[src/rtl/cu_pkg.sv]
// Shared encodings for the multicycle control unit: FSM states,
// instruction fields, ALU codes and datapath mux selects.
package cu_pkg;

   typedef enum logic [4:0] {
      S_RESET   = 5'd0,
      S_FETCH   = 5'd1,
      S_DECODE  = 5'd2,
      S_EXEC_R  = 5'd3,
      S_WB_R    = 5'd4,
      S_EXEC_I  = 5'd5,
      S_WB_I    = 5'd6,
      S_ADDR    = 5'd7,
      S_MEM_RD  = 5'd8,
      S_WB_L    = 5'd9,
      S_MEM_WR  = 5'd10,
      S_BRANCH  = 5'd11,
      S_JUMP    = 5'd12,
      S_JR      = 5'd13,
      S_EXC_OVF = 5'd14,
      S_EXC_OPC = 5'd15,
      S_EXC_JMP = 5'd16
   } state_e;

   localparam logic [5:0] OP_RTYPE = 6'h00;
   localparam logic [5:0] OP_ADDI  = 6'h08;
   localparam logic [5:0] OP_LW    = 6'h23;
   localparam logic [5:0] OP_SW    = 6'h2B;
   localparam logic [5:0] OP_BEQ   = 6'h04;
   localparam logic [5:0] OP_BNE   = 6'h05;
   localparam logic [5:0] OP_J     = 6'h02;

   localparam logic [5:0] FN_ADD = 6'h20;
   localparam logic [5:0] FN_SUB = 6'h22;
   localparam logic [5:0] FN_AND = 6'h24;
   localparam logic [5:0] FN_JR  = 6'h08;

   localparam logic [2:0] ULA_PASSA = 3'b000;
   localparam logic [2:0] ULA_ADD   = 3'b001;
   localparam logic [2:0] ULA_SUB   = 3'b010;
   localparam logic [2:0] ULA_AND   = 3'b011;

   localparam logic [1:0] MEM_PC     = 2'd0;
   localparam logic [1:0] MEM_ALUOUT = 2'd1;

   localparam logic [1:0] WR_RT = 2'd0;
   localparam logic [1:0] WR_RD = 2'd1;
   localparam logic [1:0] WR_SP = 2'd2;

   localparam logic [1:0] WD_ALUOUT = 2'd0;
   localparam logic [1:0] WD_MDR    = 2'd1;
   localparam logic [1:0] WD_SP     = 2'd2;

   localparam logic A_PC  = 1'b0;
   localparam logic A_REG = 1'b1;

   localparam logic [1:0] B_REG     = 2'd0;
   localparam logic [1:0] B_FOUR    = 2'd1;
   localparam logic [1:0] B_SEXT    = 2'd2;
   localparam logic [1:0] B_SEXT_SH = 2'd3;

   localparam logic [1:0] PC_ULA    = 2'd0;
   localparam logic [1:0] PC_ALUOUT = 2'd1;
   localparam logic [1:0] PC_JUMP   = 2'd2;
   localparam logic [1:0] PC_EXC    = 2'd3;

   function automatic logic is_r_alu(input logic [5:0] fn);
      return (fn == FN_ADD) || (fn == FN_SUB) || (fn == FN_AND);
   endfunction

   function automatic logic [2:0] r_ula(input logic [5:0] fn);
      logic [2:0] c;
      c = ULA_ADD;
      if (fn == FN_SUB) c = ULA_SUB;
      if (fn == FN_AND) c = ULA_AND;
      return c;
   endfunction

endpackage

[src/rtl/multicycle_control_unit_if.sv]
// Control bundle between the control unit (master) and the
// multicycle datapath (slave).
interface multicycle_control_unit_if;

   logic [5:0] OPCODE;
   logic [5:0] FUNCT;
   logic       Of;
   logic       Zr;
   logic       PC_w;
   logic       MEM_w;
   logic       IR_w;
   logic       RB_w;
   logic       AB_w;
   logic       ULA_w;
   logic       MDR_w;
   logic       EPC_w;
   logic [2:0] ULA_c;
   logic [1:0] M_selector_Memory;
   logic [1:0] M_selector_writereg;
   logic [1:0] M_selector_WDATA;
   logic       M_selector_A;
   logic [1:0] M_selector_B;
   logic [1:0] M_selector_PCsrc;
   logic       exc_cause;

   modport master (
      input  OPCODE, FUNCT, Of, Zr,
      output PC_w, MEM_w, IR_w, RB_w, AB_w, ULA_w, MDR_w, EPC_w,
      output ULA_c, M_selector_Memory, M_selector_writereg,
      output M_selector_WDATA, M_selector_A, M_selector_B,
      output M_selector_PCsrc, exc_cause
   );

   modport slave (
      output OPCODE, FUNCT, Of, Zr,
      input  PC_w, MEM_w, IR_w, RB_w, AB_w, ULA_w, MDR_w, EPC_w,
      input  ULA_c, M_selector_Memory, M_selector_writereg,
      input  M_selector_WDATA, M_selector_A, M_selector_B,
      input  M_selector_PCsrc, exc_cause
   );

endinterface

[src/rtl/multicycle_control_unit_wait_counter.sv]
// Memory wait counter: done once the current memory state has
// been held for MEM_WAIT extra cycles.
module cu_wait_counter #(
   parameter int MEM_WAIT = 1
) (
   input  logic clk,
   input  logic clr,
   input  logic en,
   output logic done
);

   logic [1:0] cnt_q;
   logic [1:0] cnt_d;

   assign done = (cnt_q == 2'(MEM_WAIT));

   always_comb begin
      cnt_d = cnt_q;
      if (clr) begin
         cnt_d = 2'd0;
      end else if (en && !done) begin
         cnt_d = cnt_q + 2'd1;
      end
   end

   always_ff @(posedge clk) begin
      cnt_q <= cnt_d;
   end

endmodule

[src/rtl/multicycle_control_unit.sv]
// Moore FSM sequencing the multicycle MIPS-subset datapath.
// Outputs decode from the state; BRANCH also looks at Zr.
module multicycle_control_unit
   import cu_pkg::*;
#(
   parameter int MEM_WAIT = 1,
   parameter int SP_INIT  = 227
) (
   input logic                        clk,
   input logic                        reset,
   multicycle_control_unit_if.master  cu
);

   if (MEM_WAIT < 0 || MEM_WAIT > 3 || SP_INIT < 0) begin : g_bad_param
      $error("multicycle_control_unit: parameter out of range");
   end

   state_e state_q;
   state_e state_d;
   logic   exc_q;
   logic   exc_d;
   logic   wait_done;
   logic   wait_st;
   logic   wait_clr;

   assign wait_st  = (state_q == S_FETCH) || (state_q == S_MEM_RD) ||
                     (state_q == S_MEM_WR);
   assign wait_clr = reset || (state_d != state_q);

   cu_wait_counter #(
      .MEM_WAIT (MEM_WAIT)
   ) u_wait (
      .clk  (clk),
      .clr  (wait_clr),
      .en   (wait_st),
      .done (wait_done)
   );

   always_comb begin
      state_d = S_RESET;
      exc_d   = exc_q;
      case (state_q)
         S_RESET:  state_d = S_FETCH;
         S_FETCH:  state_d = wait_done ? S_DECODE : S_FETCH;
         S_DECODE: begin
            case (cu.OPCODE)
               OP_RTYPE: begin
                  if (is_r_alu(cu.FUNCT))     state_d = S_EXEC_R;
                  else if (cu.FUNCT == FN_JR) state_d = S_JR;
                  else                        state_d = S_EXC_OPC;
               end
               OP_ADDI:       state_d = S_EXEC_I;
               OP_LW, OP_SW:  state_d = S_ADDR;
               OP_BEQ, OP_BNE: state_d = S_BRANCH;
               OP_J:          state_d = S_JUMP;
               default:       state_d = S_EXC_OPC;
            endcase
         end
         // and cannot overflow, so only add/sub trap
         S_EXEC_R: state_d = (cu.Of && cu.FUNCT != FN_AND) ? S_EXC_OVF : S_WB_R;
         S_EXEC_I: state_d = cu.Of ? S_EXC_OVF : S_WB_I;
         S_ADDR:   state_d = (cu.OPCODE == OP_SW) ? S_MEM_WR : S_MEM_RD;
         S_MEM_RD: state_d = wait_done ? S_WB_L : S_MEM_RD;
         S_MEM_WR: state_d = wait_done ? S_FETCH : S_MEM_WR;
         S_WB_R, S_WB_I, S_WB_L,
         S_BRANCH, S_JUMP, S_JR: state_d = S_FETCH;
         S_EXC_OVF: begin
            state_d = S_EXC_JMP;
            exc_d   = 1'b0;
         end
         S_EXC_OPC: begin
            state_d = S_EXC_JMP;
            exc_d   = 1'b1;
         end
         S_EXC_JMP: state_d = S_FETCH;
         default:   state_d = S_RESET;
      endcase
      if (reset) begin
         state_d = S_RESET;
         exc_d   = 1'b0;
      end
   end

   always_ff @(posedge clk) begin
      state_q <= state_d;
      exc_q   <= exc_d;
   end

   always_comb begin
      cu.PC_w                = 1'b0;
      cu.MEM_w               = 1'b0;
      cu.IR_w                = 1'b0;
      cu.RB_w                = 1'b0;
      cu.AB_w                = 1'b0;
      cu.ULA_w               = 1'b0;
      cu.MDR_w               = 1'b0;
      cu.EPC_w               = 1'b0;
      cu.ULA_c               = ULA_PASSA;
      cu.M_selector_Memory   = MEM_PC;
      cu.M_selector_writereg = WR_RT;
      cu.M_selector_WDATA    = WD_ALUOUT;
      cu.M_selector_A        = A_PC;
      cu.M_selector_B        = B_REG;
      cu.M_selector_PCsrc    = PC_ULA;
      cu.exc_cause           = 1'b0;
      case (state_q)
         S_RESET: begin
            cu.RB_w                = 1'b1;
            cu.M_selector_writereg = WR_SP;
            cu.M_selector_WDATA    = WD_SP;
         end
         S_FETCH: begin
            if (wait_done) begin
               cu.IR_w         = 1'b1;
               cu.PC_w         = 1'b1;
               cu.M_selector_B = B_FOUR;
               cu.ULA_c        = ULA_ADD;
            end
         end
         S_DECODE: begin
            cu.AB_w         = 1'b1;
            cu.ULA_w        = 1'b1;
            cu.M_selector_B = B_SEXT_SH;
            cu.ULA_c        = ULA_ADD;
         end
         S_EXEC_R: begin
            cu.M_selector_A = A_REG;
            cu.ULA_c        = r_ula(cu.FUNCT);
            cu.ULA_w        = 1'b1;
         end
         S_WB_R: begin
            cu.RB_w                = 1'b1;
            cu.M_selector_writereg = WR_RD;
         end
         S_EXEC_I, S_ADDR: begin
            cu.M_selector_A = A_REG;
            cu.M_selector_B = B_SEXT;
            cu.ULA_c        = ULA_ADD;
            cu.ULA_w        = 1'b1;
         end
         S_WB_I: cu.RB_w = 1'b1;
         S_MEM_RD: begin
            cu.M_selector_Memory = MEM_ALUOUT;
            cu.MDR_w             = wait_done;
         end
         S_WB_L: begin
            cu.RB_w             = 1'b1;
            cu.M_selector_WDATA = WD_MDR;
         end
         S_MEM_WR: begin
            cu.M_selector_Memory = MEM_ALUOUT;
            cu.MEM_w             = 1'b1;
         end
         S_BRANCH: begin
            cu.M_selector_A     = A_REG;
            cu.ULA_c            = ULA_SUB;
            cu.M_selector_PCsrc = PC_ALUOUT;
            cu.PC_w = (cu.OPCODE == OP_BNE) ? ~cu.Zr : cu.Zr;
         end
         S_JUMP: begin
            cu.M_selector_PCsrc = PC_JUMP;
            cu.PC_w             = 1'b1;
         end
         S_JR: begin
            cu.M_selector_A = A_REG;
            cu.PC_w         = 1'b1;
         end
         // ALU computes PC-4 so EPC holds the faulting address
         S_EXC_OVF, S_EXC_OPC: begin
            cu.M_selector_B = B_FOUR;
            cu.ULA_c        = ULA_SUB;
            cu.EPC_w        = 1'b1;
            cu.exc_cause    = (state_q == S_EXC_OPC);
         end
         S_EXC_JMP: begin
            cu.M_selector_PCsrc = PC_EXC;
            cu.PC_w             = 1'b1;
            cu.exc_cause        = exc_q;
         end
         default: ;
      endcase
   end

endmodule
[src/flat_wrapper.sv]
// flat-port wrapper written by rule: the top's interface ports become plain ports
module multicycle_control_unit_flat import cu_pkg::*;
#(
   parameter int MEM_WAIT = 1,
   parameter int SP_INIT  = 227
)
  (clk, reset, cu_OPCODE, cu_FUNCT, cu_Of, cu_Zr, cu_PC_w, cu_MEM_w, cu_IR_w, cu_RB_w, cu_AB_w, cu_ULA_w, cu_MDR_w, cu_EPC_w, cu_ULA_c, cu_M_selector_Memory, cu_M_selector_writereg, cu_M_selector_WDATA, cu_M_selector_A, cu_M_selector_B, cu_M_selector_PCsrc, cu_exc_cause);
  multicycle_control_unit_if cu_i ();
  input logic clk;
  input logic reset;
  input wire logic [$bits(cu_i.OPCODE)-1:0] cu_OPCODE;
  input wire logic [$bits(cu_i.FUNCT)-1:0] cu_FUNCT;
  input wire logic [$bits(cu_i.Of)-1:0] cu_Of;
  input wire logic [$bits(cu_i.Zr)-1:0] cu_Zr;
  output wire logic [$bits(cu_i.PC_w)-1:0] cu_PC_w;
  output wire logic [$bits(cu_i.MEM_w)-1:0] cu_MEM_w;
  output wire logic [$bits(cu_i.IR_w)-1:0] cu_IR_w;
  output wire logic [$bits(cu_i.RB_w)-1:0] cu_RB_w;
  output wire logic [$bits(cu_i.AB_w)-1:0] cu_AB_w;
  output wire logic [$bits(cu_i.ULA_w)-1:0] cu_ULA_w;
  output wire logic [$bits(cu_i.MDR_w)-1:0] cu_MDR_w;
  output wire logic [$bits(cu_i.EPC_w)-1:0] cu_EPC_w;
  output wire logic [$bits(cu_i.ULA_c)-1:0] cu_ULA_c;
  output wire logic [$bits(cu_i.M_selector_Memory)-1:0] cu_M_selector_Memory;
  output wire logic [$bits(cu_i.M_selector_writereg)-1:0] cu_M_selector_writereg;
  output wire logic [$bits(cu_i.M_selector_WDATA)-1:0] cu_M_selector_WDATA;
  output wire logic [$bits(cu_i.M_selector_A)-1:0] cu_M_selector_A;
  output wire logic [$bits(cu_i.M_selector_B)-1:0] cu_M_selector_B;
  output wire logic [$bits(cu_i.M_selector_PCsrc)-1:0] cu_M_selector_PCsrc;
  output wire logic [$bits(cu_i.exc_cause)-1:0] cu_exc_cause;
  assign cu_i.OPCODE = cu_OPCODE;
  assign cu_i.FUNCT = cu_FUNCT;
  assign cu_i.Of = cu_Of;
  assign cu_i.Zr = cu_Zr;
  assign cu_PC_w = cu_i.PC_w;
  assign cu_MEM_w = cu_i.MEM_w;
  assign cu_IR_w = cu_i.IR_w;
  assign cu_RB_w = cu_i.RB_w;
  assign cu_AB_w = cu_i.AB_w;
  assign cu_ULA_w = cu_i.ULA_w;
  assign cu_MDR_w = cu_i.MDR_w;
  assign cu_EPC_w = cu_i.EPC_w;
  assign cu_ULA_c = cu_i.ULA_c;
  assign cu_M_selector_Memory = cu_i.M_selector_Memory;
  assign cu_M_selector_writereg = cu_i.M_selector_writereg;
  assign cu_M_selector_WDATA = cu_i.M_selector_WDATA;
  assign cu_M_selector_A = cu_i.M_selector_A;
  assign cu_M_selector_B = cu_i.M_selector_B;
  assign cu_M_selector_PCsrc = cu_i.M_selector_PCsrc;
  assign cu_exc_cause = cu_i.exc_cause;
  multicycle_control_unit #(.MEM_WAIT(MEM_WAIT), .SP_INIT(SP_INIT)) u_core (.clk(clk), .reset(reset), .cu(cu_i));
endmodule
[config.mk]
export PLATFORM = sky130hd
export DESIGN_NAME = multicycle_control_unit_flat
export DESIGN_NICKNAME = d
export VERILOG_FILES = /design/src/rtl/cu_pkg.sv /design/src/rtl/multicycle_control_unit_if.sv /design/src/rtl/multicycle_control_unit_wait_counter.sv /design/src/rtl/multicycle_control_unit.sv /design/src/flat_wrapper.sv
export SDC_FILE = /design/constraint.sdc
export NUM_CORES = 1
export LEC_CHECK = 0
export ABC_AREA = 1
export BUFFER_PORTS_ARGS = -buffer_cell sky130_fd_sc_hd__buf_2
export CAP_MARGIN = 10
export CELL_PAD_IN_SITES_DETAIL_PLACEMENT = 0
export CELL_PAD_IN_SITES_GLOBAL_PLACEMENT = 1
export CORE_MARGIN = 10
export CORE_UTILIZATION = 31
export CTS_BUF_LIST = sky130_fd_sc_hd__clkbuf_4
export DETAILED_ROUTE_END_ITERATION = 7
export PLACE_DENSITY_LB_ADDON = 0.1
export SETUP_SLACK_MARGIN = 0.4
export SLEW_MARGIN = 20
export SYNTH_ARGS = -nofsm -noshare
export SYNTH_HDL_FRONTEND = slang
export SYNTH_SLANG_ARGS = --single-unit
[constraint.sdc]
create_clock -name clk -period 1.7 [get_ports clk]
set_input_delay 0.085 -clock clk [delete_from_list [all_inputs] [get_ports clk]]
set_output_delay 0.085 -clock clk [all_outputs]
set_load 0.02 [all_outputs]
---- Word level (Yosys, flattened, before mapping) ----
Index checks and enable logic that the tools add are counted.
operators by class
  add/subtract/negate cells ............... 1
  equal/unequal tests ..................... 29
  muxes and demuxes ....................... 34
  bitwise gates (word level) .............. 1
  reductions and logical operators ........ 23
operators by type and width
  operator                                       number
  case mux 5 bit (9 select lines)                1
  == test 5 x 4 -> 1 bit, second input constant  8
  == test 6 bit, second input constant           5
  case mux 5 bit (5 select lines)                1
  == test 5 x 3 -> 1 bit, second input constant  4
  two-way mux 1 bit                              14
  == test 6 x 3 -> 1 bit, second input constant  2
  == test 6 x 4 -> 1 bit, second input constant  2
  two-way mux 4 bit                              3
  case mux 3 bit (4 select lines)                1
  == test 5 x 2 -> 1 bit, second input constant  2
  two-way mux 2 bit                              5
  two-way mux 5 bit                              2
  OR reduction 2 bit                             5
  OR reduction 3 bit                             3
  case mux 2 bit (2 select lines)                2
  case mux 2 bit (4 select lines)                1
  OR reduction 4 bit                             2
  OR reduction 8 bit                             1
  == test 6 x 2 -> 1 bit, second input constant  1
  logical NOT 6 bit                              1
  inequality test 6 bit, second input constant   1
  case mux 2 bit (3 select lines)                1
  == test 5 x 1 -> 1 bit, second input constant  1
  other kinds (13)                               19
word-level totals
  flip-flop bits (word level) ............. 8
  bits of input ports ..................... 16
  output and inout port bits .............. 23
  word-level logic and storage cells ...... 91

---- Logic depth before layout (Yosys ltp) ----
Gate-level depths: netlist of run 1.
  word-level depth ........................ 9
  mapped depth ............................ 12
  gate-level depth less buffers ........... 12

---- Hierarchy ----
A second synthesis of run 1 with hierarchy kept.
unflattened totals
  cell total of the unflattened synthesis .. 197
  area total of the unflattened synthesis .. 1,027.2 µm²
by module, submodules not included
  module                   instances  cells each  area each (µm²)  seq. area each (µm²)
  multicycle_control_unit  1          183         928.4            120.1
  cu_wait_counter          1          14          98.8             40.0

---- Least setup slack after synthesis of run 1 ----
OpenSTA, ideal clock, no wires.
  path kind ............................... register to register
  from .................................... reg u_core.state_q[3]
  to ...................................... reg u_core.u_wait.cnt_q[1]
  setup time .............................. 0.078 ns
  arrival ................................. 1.539 ns
  data required time ...................... 1.622 ns
  setup slack ............................. 0.083 ns
  stages on the path, launching flop included .. 7
  buffers on the path ..................... 0
  clock period less this slack ............ 1.617 ns
  path through ............................ dfxtp_1 nand2_1 nor3_1 o21ai_2 o21ai_0 inv_1 nor3_1
between the ends
  longest elaborated chain between the ends .. 6
  elaborated cells between the ends (all ways) .. 26
  those cells by class .................... 17 x eq/ne; 2 x mux; 7 x reduce/logical
ends and longest elaborated chain
  element                                                                           line                                        source
  start: declaration                                                                multicycle_control_unit.sv:18               state_e state_q;
  start signal: assignment                                                          multicycle_control_unit.sv:85               state_q <= state_d;
  == test 5 x 3 -> 1 bit, or another cell as far along                              multicycle_control_unit.sv:42               case (state_q)
  OR reduction 8 bit (no source line) / OR reduction 2 bit (equally long branches)  --
  case mux 5 bit (9 select lines)                                                   multicycle_control_unit.sv:42
  two-way mux 5 bit                                                                 multicycle_control_unit.sv:78               if (reset) begin
  inequality test 5 bit                                                             multicycle_control_unit.sv:28               assign wait_clr = reset || (state_d != state_q);
  logical OR 1 bit                                                                  multicycle_control_unit.sv:28
  end signal: assignment                                                            multicycle_control_unit_wait_counter.sv:27  cnt_q <= cnt_d;
  end: declaration                                                                  multicycle_control_unit_wait_counter.sv:12  logic [1:0] cnt_q;
Several ways; a longest one is shown, not always the timed one.
A chain may end at the register's enable or synchronous reset.

---- Worst setup path in the final report of run 1 ----
Same ends and word-level chain as after synthesis.

==> results of run 1 <==
-- synth_stat cells (all sizes together) --
master,instances
o211ai,2
nand4,4
xnor2,1
buf,2
xor2,1
inv,36
o311ai,1
nand2,45
ha,1
dfxtp,8
nor3,4
nand3b,1
conb,1
a21oi,7
o21ai,5
nor2,34
a41oi,1
nand3,21
o2111ai,1
-- critical path, cell delays in order (launching register included) --
cell and delay [ns]:
dfxtp_4 0.39, nor2_4 0.15, nand2_4 0.08, buf_4 0.14, a21oi_2 0.15, nor2_2 0.05, nand4_1 0.14, nand2_2 0.09
nand2_1 0.08, nand3_2 0.09, nor3_2 0.11
-- registers in the layout, summed over array words and instances, names as in the netlist --
signal	count
u_core.exc_q	1
u_core.state_q	5
u_core.u_wait.cnt_q	2
-- worst max path at each step --
stage / to / depth (start not counted) / slack [ns]
CTS: cu_ULA_c[0] / 8 / 0.22
detailed placement: u_core.u_wait.cnt_q[1] / 10 / 0.11
global placement: u_core.u_wait.cnt_q[1] / 11 / 0.05
floorplan: u_core.u_wait.cnt_q[0] / 11 / 0.37
global route: u_core.u_wait.cnt_q[1] / 10 / -0.009
finish: u_core.u_wait.cnt_q[1] / 10 / 0.16
-- layout make-up --
class	count	area [sq um]	share of cell area, %
multi-input cells	131	834.6	48.19
repair buffers	62	501.7	28.97
flip-flops and latches	8	178.9	10.33
inverters	36	152.6	8.815
well taps	33	41.29	2.384
clock buffers	3	22.52	1.301
-- routing by layer --
metal  GRT usage [%]  vias up  routed length (microns)
li1                -      682                        -
met1           14.34      615                     1498
met2           19.92       61                     1855
met3           3.385       14                      302
met4           5.155        0                      103
met5               0        -                        0
-- power by group through the flow --
stage / Sequential [mW] / Clock, mW / Combinational [mW]
after detailed placement: 0.307 / 0 / 0.934
after global routing: 0.329 / 0.161 / 1.58
after CTS: 0.324 / 0.150 / 1.15
final: 0.322 / 0.144 / 1.47
after global placement: 0.306 / 0 / 0.944
after floorplan: 0.293 / 0 / 0.689
-- what timing repair did --
item | CTS | global route
pin swaps | 13 | 13
resized for setup | 50 | 40
buffers inserted | 13 | 12
endpoints found under the setup margin | 21 | 26
gates cloned | 0 | 0
hold buffers | 0 | 0
-- logic make-up (layout without fill, tap and decap cells) --
kind of cell	Yosys count	count (layout)
flip-flops	8	8
AND/OR/NAND/NOR	109	109
adder cells (fa/ha/maj)	1	1
AO/OA/AOI/OAI	17	17
other	1	2
buffers and inverters	38	101
XOR/XNOR	2	2
-- metrics by stage --
step	hold slack, ns	power [mW]
finish	0.06899	1.933
global route	0.06730	2.072
CTS	0.04221	1.628
detailed placement	0.3165	1.241
global placement	0.3081	1.250
floorplan	0.1477	0.9826
==> results.txt, run 1 <==
PnR worst setup slack: 0.1575 ns
Worst hold stages: 2
Max-cap violations: 0
CTS H-tree depth: 1
DRC Markers: 0
Post-Synthesis Cells: 176
# setup viols final: 0
Syn_area_per_cell: 5.389 sq um
Worst-Skew Late Latency: 0.25 ns
ANT cells: 0
Root buf cell: clkbuf_4
Die Footprint: 5672 sq um
Area fraction of the dominant cell type after synthesis: 17.41%
Share of layout cells above drive strength 1: 53.33%
CP Data Required Time: 1.88 ns
Register area share after synthesis: 16.89%
Logic pwr share: 75.9%
Clk pin slew, worst setup/hold paths: 0.06 ns
I/O pin count: 39
Post-Place Worst Slack: 0.1103 ns
Die Ht: 75.31 microns
TritonCTS clock tree: yes
Crit path max fanout: 6
Clock Tree Buf Depth: 2
Net Sw Power: 970.8 uW
Placed cell count: 245
Starting Density: 31.85%
Largest net degree at the start of global routing: 8
Combinational family with the most area after synthesis: simple AND/OR/NAND/NOR gates
Most frequent cells in the layout: nand2_1, buf_4, inv_1, nor2_1, buf_6
Final min period: 1.542 ns
Number of fill cells: 281
Sw Ratio: 50.22%
Setup_tns: 0 ns
Post-Synth Simple-Gate Area: 52.64%
Leak pwr: 0.8730 nW
Register bit total from synthesis: 8
Area Overhead vs Synth: 82.59%
WL final: 3759 microns
Horiz. Die Dim: 75.31 microns
Worst hold endpoint: u_core.exc_q
Most common cell after layout, fill and taps aside: nand2_1
TritonCTS buffer count: 3
DR iter-0 viols: 83
Fin area: 1732 sq um
Internal power: 962.3 uW
Crit path kind: reg -> reg
Gp weighted congestion: 0.8845
Crit path DAT: 1.73 ns
GR Util All Layers: 12.10%
Max IR drop VDD: 0.0007008 V
Detailed-route vias per instance: 5.026
R2r worst-path depth: 10
Remaining global-route overflow: 0
Mapped cell area: 948.4 sq um
Vias in the first global route: 1223
Clk sinks: 8
Critical Path Sink Type: register
ANT nets after route: 0
Status: completed
Core area: 2978 sq um
Reg2Reg Capture Point: u_core.u_wait.cnt_q[1]
Vias: 1372
Pins over their slew limit: 0
Multiplexer share of the synthesized area: 0%
Number of library cell types mapped by synthesis: 26
Post-Synth XOR/XNOR Area: 1.847%
Wire per inst: 13.77 microns
Worst R2R Start: u_core.state_q[3]
Critical Path Start: u_core.state_q[3]
Area leader, netlist: nand2_1
Drt pass-1 iters: 5
Hold path startpoint: reset
I/O Buffers: 36
Achievable Freq: 648.3 MHz
Final period utilization: 90.73%
Final non-filler cell total: 273
Complex-gate fraction of the synthesized area: 11.08%
Detailed Place HPWL: 2706 microns
Placed inst area: 1240 sq um
Core Rows: 20
Power per cell area: 1116 nW/um^2
Synth area leaders: nand2_1, dfxtp_1, inv_1, nor2_1, nand3_1
Reg power frac: 16.7%
Synth Area in Adders: 1.319%
First-pass GRT wire length: 5540 microns
Critical Path Source Type: register
Reg2reg setup slack: 0.16 ns
Hold Vio Cnt, Final: 0
Core Util, Final: 58.15%
Clk network pwr share: 7.4%
Initial antenna violation count: 0
Nets@finish: 259
RSZ-0062 raised after global routing: true
YS warnings: 0
Clk_skew: 0.009711 ns
Hold Crit Class: in -> reg
Note: power is estimated with default switching activity, not from simulation.
==> run 2, diff against run 1 <==
--- a/config.mk
+++ b/config.mk
@@ -5,13 +5,12 @@
 export SDC_FILE = /design/constraint.sdc
 export NUM_CORES = 1
 export LEC_CHECK = 0
-export ABC_AREA = 1
 export BUFFER_PORTS_ARGS = -buffer_cell sky130_fd_sc_hd__buf_2
 export CAP_MARGIN = 10
 export CELL_PAD_IN_SITES_DETAIL_PLACEMENT = 0
 export CELL_PAD_IN_SITES_GLOBAL_PLACEMENT = 1
 export CORE_MARGIN = 10
-export CORE_UTILIZATION = 31
+export CORE_UTILIZATION = 35
 export CTS_BUF_LIST = sky130_fd_sc_hd__clkbuf_4
 export DETAILED_ROUTE_END_ITERATION = 7
 export PLACE_DENSITY_LB_ADDON = 0.1
==> run 2 against run 1 <==
Against the previous run: the run now ends with negative setup slack left; die area increased by 0.19%; sequential share of layout area decreased by 1.5 points; via count increased by 8.1%; global-route usage increased by 3.6 points; first-iteration DRC count increased by 73%; sequential power decreased by 29%; final cell count decreased by 5.9%; power decreased by 48%; register-to-register slack got worse by 0.18 ns; setup slack got worse by 0.18 ns; combinational power decreased by 59%; largest cell class unchanged; highest routed layer unchanged.
==> results.txt, run 2 <==
Post-Place Worst Slack: -0.09340 ns (-0.2037 ns)
Buf/Inv on CP: 1 (unchanged)
Worst path slowest cell: dfxtp_4
Post-Synth Simple-Gate Area: 40.91% (-12 points)
Area fraction of the dominant cell type after synthesis: 14.92% (-2.5 points)
Drt pass-1 iters: 4 (-1)
Max-cap violations: 0 (unchanged)
Starting Density: 35.75% (+3.9 points)
Mapped cell area: 1074 sq um (+13%)
Achievable Freq: 581.2 MHz (-10%)
Pins over their slew limit: 0 (unchanged)
RSZ-0062 raised after global routing: true
CTS H-tree depth: 1 (unchanged)
Share of layout cells above drive strength 1: 62.50% (+9.2 points)
Hold path startpoint: reset
Vias in the first global route: 1465 (+20%)
Crit path kind: reg -> reg
ANT nets after route: 0 (unchanged)
ANT cells: 0 (unchanged)
Hold_buf cts: 0 (unchanged)
Placed cell count: 237 (-3.3%)
DRC Markers: 0 (unchanged)
Detailed-route vias per instance: 5.770 (+15%)
Post-Synth XOR/XNOR Area: 3.263% (+1.4 points)
Nets@finish: 242 (-6.6%)
Die Ht: 75.38 microns (about the same)
Failing checks: negative setup slack
CP Data Required Time: 1.88 ns (about the same)
Synth Area in Adders: 1.166% (-0.15 points)
Setup_tns: -0.02785 ns (-0.02785 ns)
Post-Synthesis Cells: 157 (-11%)
Detailed Place HPWL: 3208 microns (+19%)
TritonCTS buffer count: 3 (unchanged)
Root buf cell: clkbuf_4
Status: complete, but fails checks
Register bit total from synthesis: 8 (unchanged)
Complex-gate fraction of the synthesized area: 26.69% (+16 points)
Core area: 3003 sq um (+0.84%)
Leak pwr: 0.8223 nW (-5.8%)
Crit path max fanout: 14 (+8)
First-pass GRT wire length: 7100 microns (+28%)
Gp weighted congestion: 0.8552 (-3.3%)
Critical Path Source Type: register
Async set or reset register ratio after synthesis: 0% (unchanged)
Multiplexer share of the synthesized area: 2.914% (+2.9 points)
PnR worst setup slack: -0.02056 ns (-0.1781 ns)
Cell seen most often among critical-path stages: a211oi_2
Area leader, netlist: dfxtp_1
Power per cell area: 500.4 nW/um^2 (-55%)
Final min period: 1.721 ns (+0.1781 ns)
I/O pin count: 39 (unchanged)
Most common cell after layout, fill and taps aside: buf_4
Largest regs: u_core.state_q x5, u_core.u_wait.cnt_q x2, u_core.exc_q x1
Clk pin slew, worst setup/hold paths: 0.06 ns (about the same)
Max reg flops: 5 (unchanged)
GR Util All Layers: 15.75% (+3.6 points)
Hold Crit Class: in -> reg
Clk sinks: 8 (unchanged)
YS warnings: 0 (unchanged)
Combinational family with the most area after synthesis: simple AND/OR/NAND/NOR gates
Final non-filler cell total: 257 (-5.9%)
Number of fill cells: 256 (-8.9%)
Vias: 1483 (+8.1%)
Most frequent cell after synthesis: nor2_1
Horiz. Die Dim: 75.38 microns (about the same)
Ys flop type: dfxtp_1
Number of library cell types mapped by synthesis: 56 (+120%)
Worst-Skew Late Latency: 0.27 ns (+0.02 ns)
Final period utilization: 101.2% (+10 points)
Clock Tree Buf Depth: 2 (unchanged)
Area Overhead vs Synth: 87.76%
Syn_area_per_cell: 6.838 sq um (+27%)
Die Footprint: 5682 sq um (+0.19%)
Hold Vio Cnt, Final: 0 (unchanged)
Remaining global-route overflow: 0 (unchanged)
Fin area: 2016 sq um (+16%)
Critical Path Max Stage Delay: 0.35 ns (-0.04 ns)
Crit path DAT: 1.90 ns (+0.17 ns)
Critical Path Start: u_core.state_q[2]
Worst R2R Start: u_core.state_q[2]
Register area share after synthesis: 14.92% (-2.0 points)
Max IR drop VDD: 0.0002457 V (-65%)
WL final: 4521 microns (+20%)
I/O Buffers: 36 (unchanged)
# setup viols final: 2 (+2)
Wire per inst: 17.59 microns (+28%)
Biggest register: u_core.state_q
Number of flops mapped to enable cells by yosys: 0 (unchanged)
Most frequent cells in the layout: buf_4, buf_6, buf_2, a21oi_1
Critical Path Sink Type: register
Initial antenna violation count: 0 (unchanged)
Synth area leaders: dfxtp_1, a21oi_1, nor2_1, nor3_1, nand2_1
Largest net degree at the start of global routing: 15 (+7)
Clk_skew: 0.005099 ns (-0.004612 ns)
Placed inst area: 1556 sq um (+26%)
Largest delay contributor family on the critical path: compound AO/OA/AOI/OAI gates
Core Rows: 20 (unchanged)
CP cell instances: buf_12 > mux2_2 > a211oi_2 > and3_1 > o211ai_1 > a211oi_2
DR iter-0 viols: 144 (+73%)
Commonest cells in the synthesized netlist: nor2_1, a21oi_1, nand2_1, nor3_1, dfxtp_1
TritonCTS clock tree: yes
Final Power: 1.009 mW (-48%)
run 2: cell types whose count changed in the layout (fill, tap and decap cells not counted), sizes merged, moves of 5 or more:
cell / previous run / this run
nor3: 4 / 9
nor2b: 0 / 5
nor2: 34 / 18
nand2: 45 / 11
nand3: 21 / 5
a211oi: 0 / 5
buf: 62 / 77
a21oi: 7 / 14
inv: 36 / 7
run 2: what timing repair did:
action | 4_1_cts | 5_1_grt
pin swaps | 8 | 4
buffers inserted | 14 | 2
resized for setup | 62 | 29
endpoints found under the setup margin | 28 | 27
run 2: path summary, 6_finish.rpt:
path                            slack, ns                     end  depth (start not counted)
worst max-delay path                -0.02  u_core.u_wait.cnt_q[1]                          6
worst min-delay path                 0.04       u_core.state_q[4]                          2
worst max register to register      -0.02  u_core.u_wait.cnt_q[1]                          6
worst min register to register       0.48            u_core.exc_q                          2
run 2: through the flow:
stage / hold slack [ns] / util [%]
finish: 0.03575 / 67.13
global route: 0.03505 / 67.13
CTS: 0.04556 / 63.38
detailed placement: 0.3208 / 51.83
global placement: 0.3168 / 51.83
floorplan: 0.1541 / -
run 2: cell type report:
class / instances / area [sq um] / share of cell area [%]
Multi-Input combinational cell: 128 / 1080 / 53.57
Sequential cell: 8 / 178.9 / 8.877
Tap cell: 33 / 41.29 / 2.048
Inverter: 7 / 26.28 / 1.304
Timing Repair Buffer: 77 / 659.4 / 32.71
Clock buffer: 4 / 30.03 / 1.490
run 2: power breakdown:
part           internal (mW)  total [mW]  leakage, nW  switching, mW
sequential             0.198       0.228       0.0693         0.0300
combinational          0.302       0.601        0.735          0.299
clock                  0.106       0.180       0.0184         0.0737
total                  0.606        1.01        0.822          0.403
run 2: kinds of logic (layout without fill, tap and decap cells):
kind of cell               after synthesis  count (layout)
and+or+nand+nor                         76              76
DFF                                      8               8
muxes                                    3               3
xor gates and xnor gates                 4               4
other                                    1               2
adders and majority gates                1               1
AOI/OAI and AO/OA                       42              42
buffers and inverters                   22              88
run 2: routing by layer:
layer,GRT usage (%),wire length [microns],up-vias
met1,20.58,1903,719
met4,5.567,96,0
met3,2.083,231,7
met5,0,0,-
li1,-,-,715
met2,25.68,2289,42
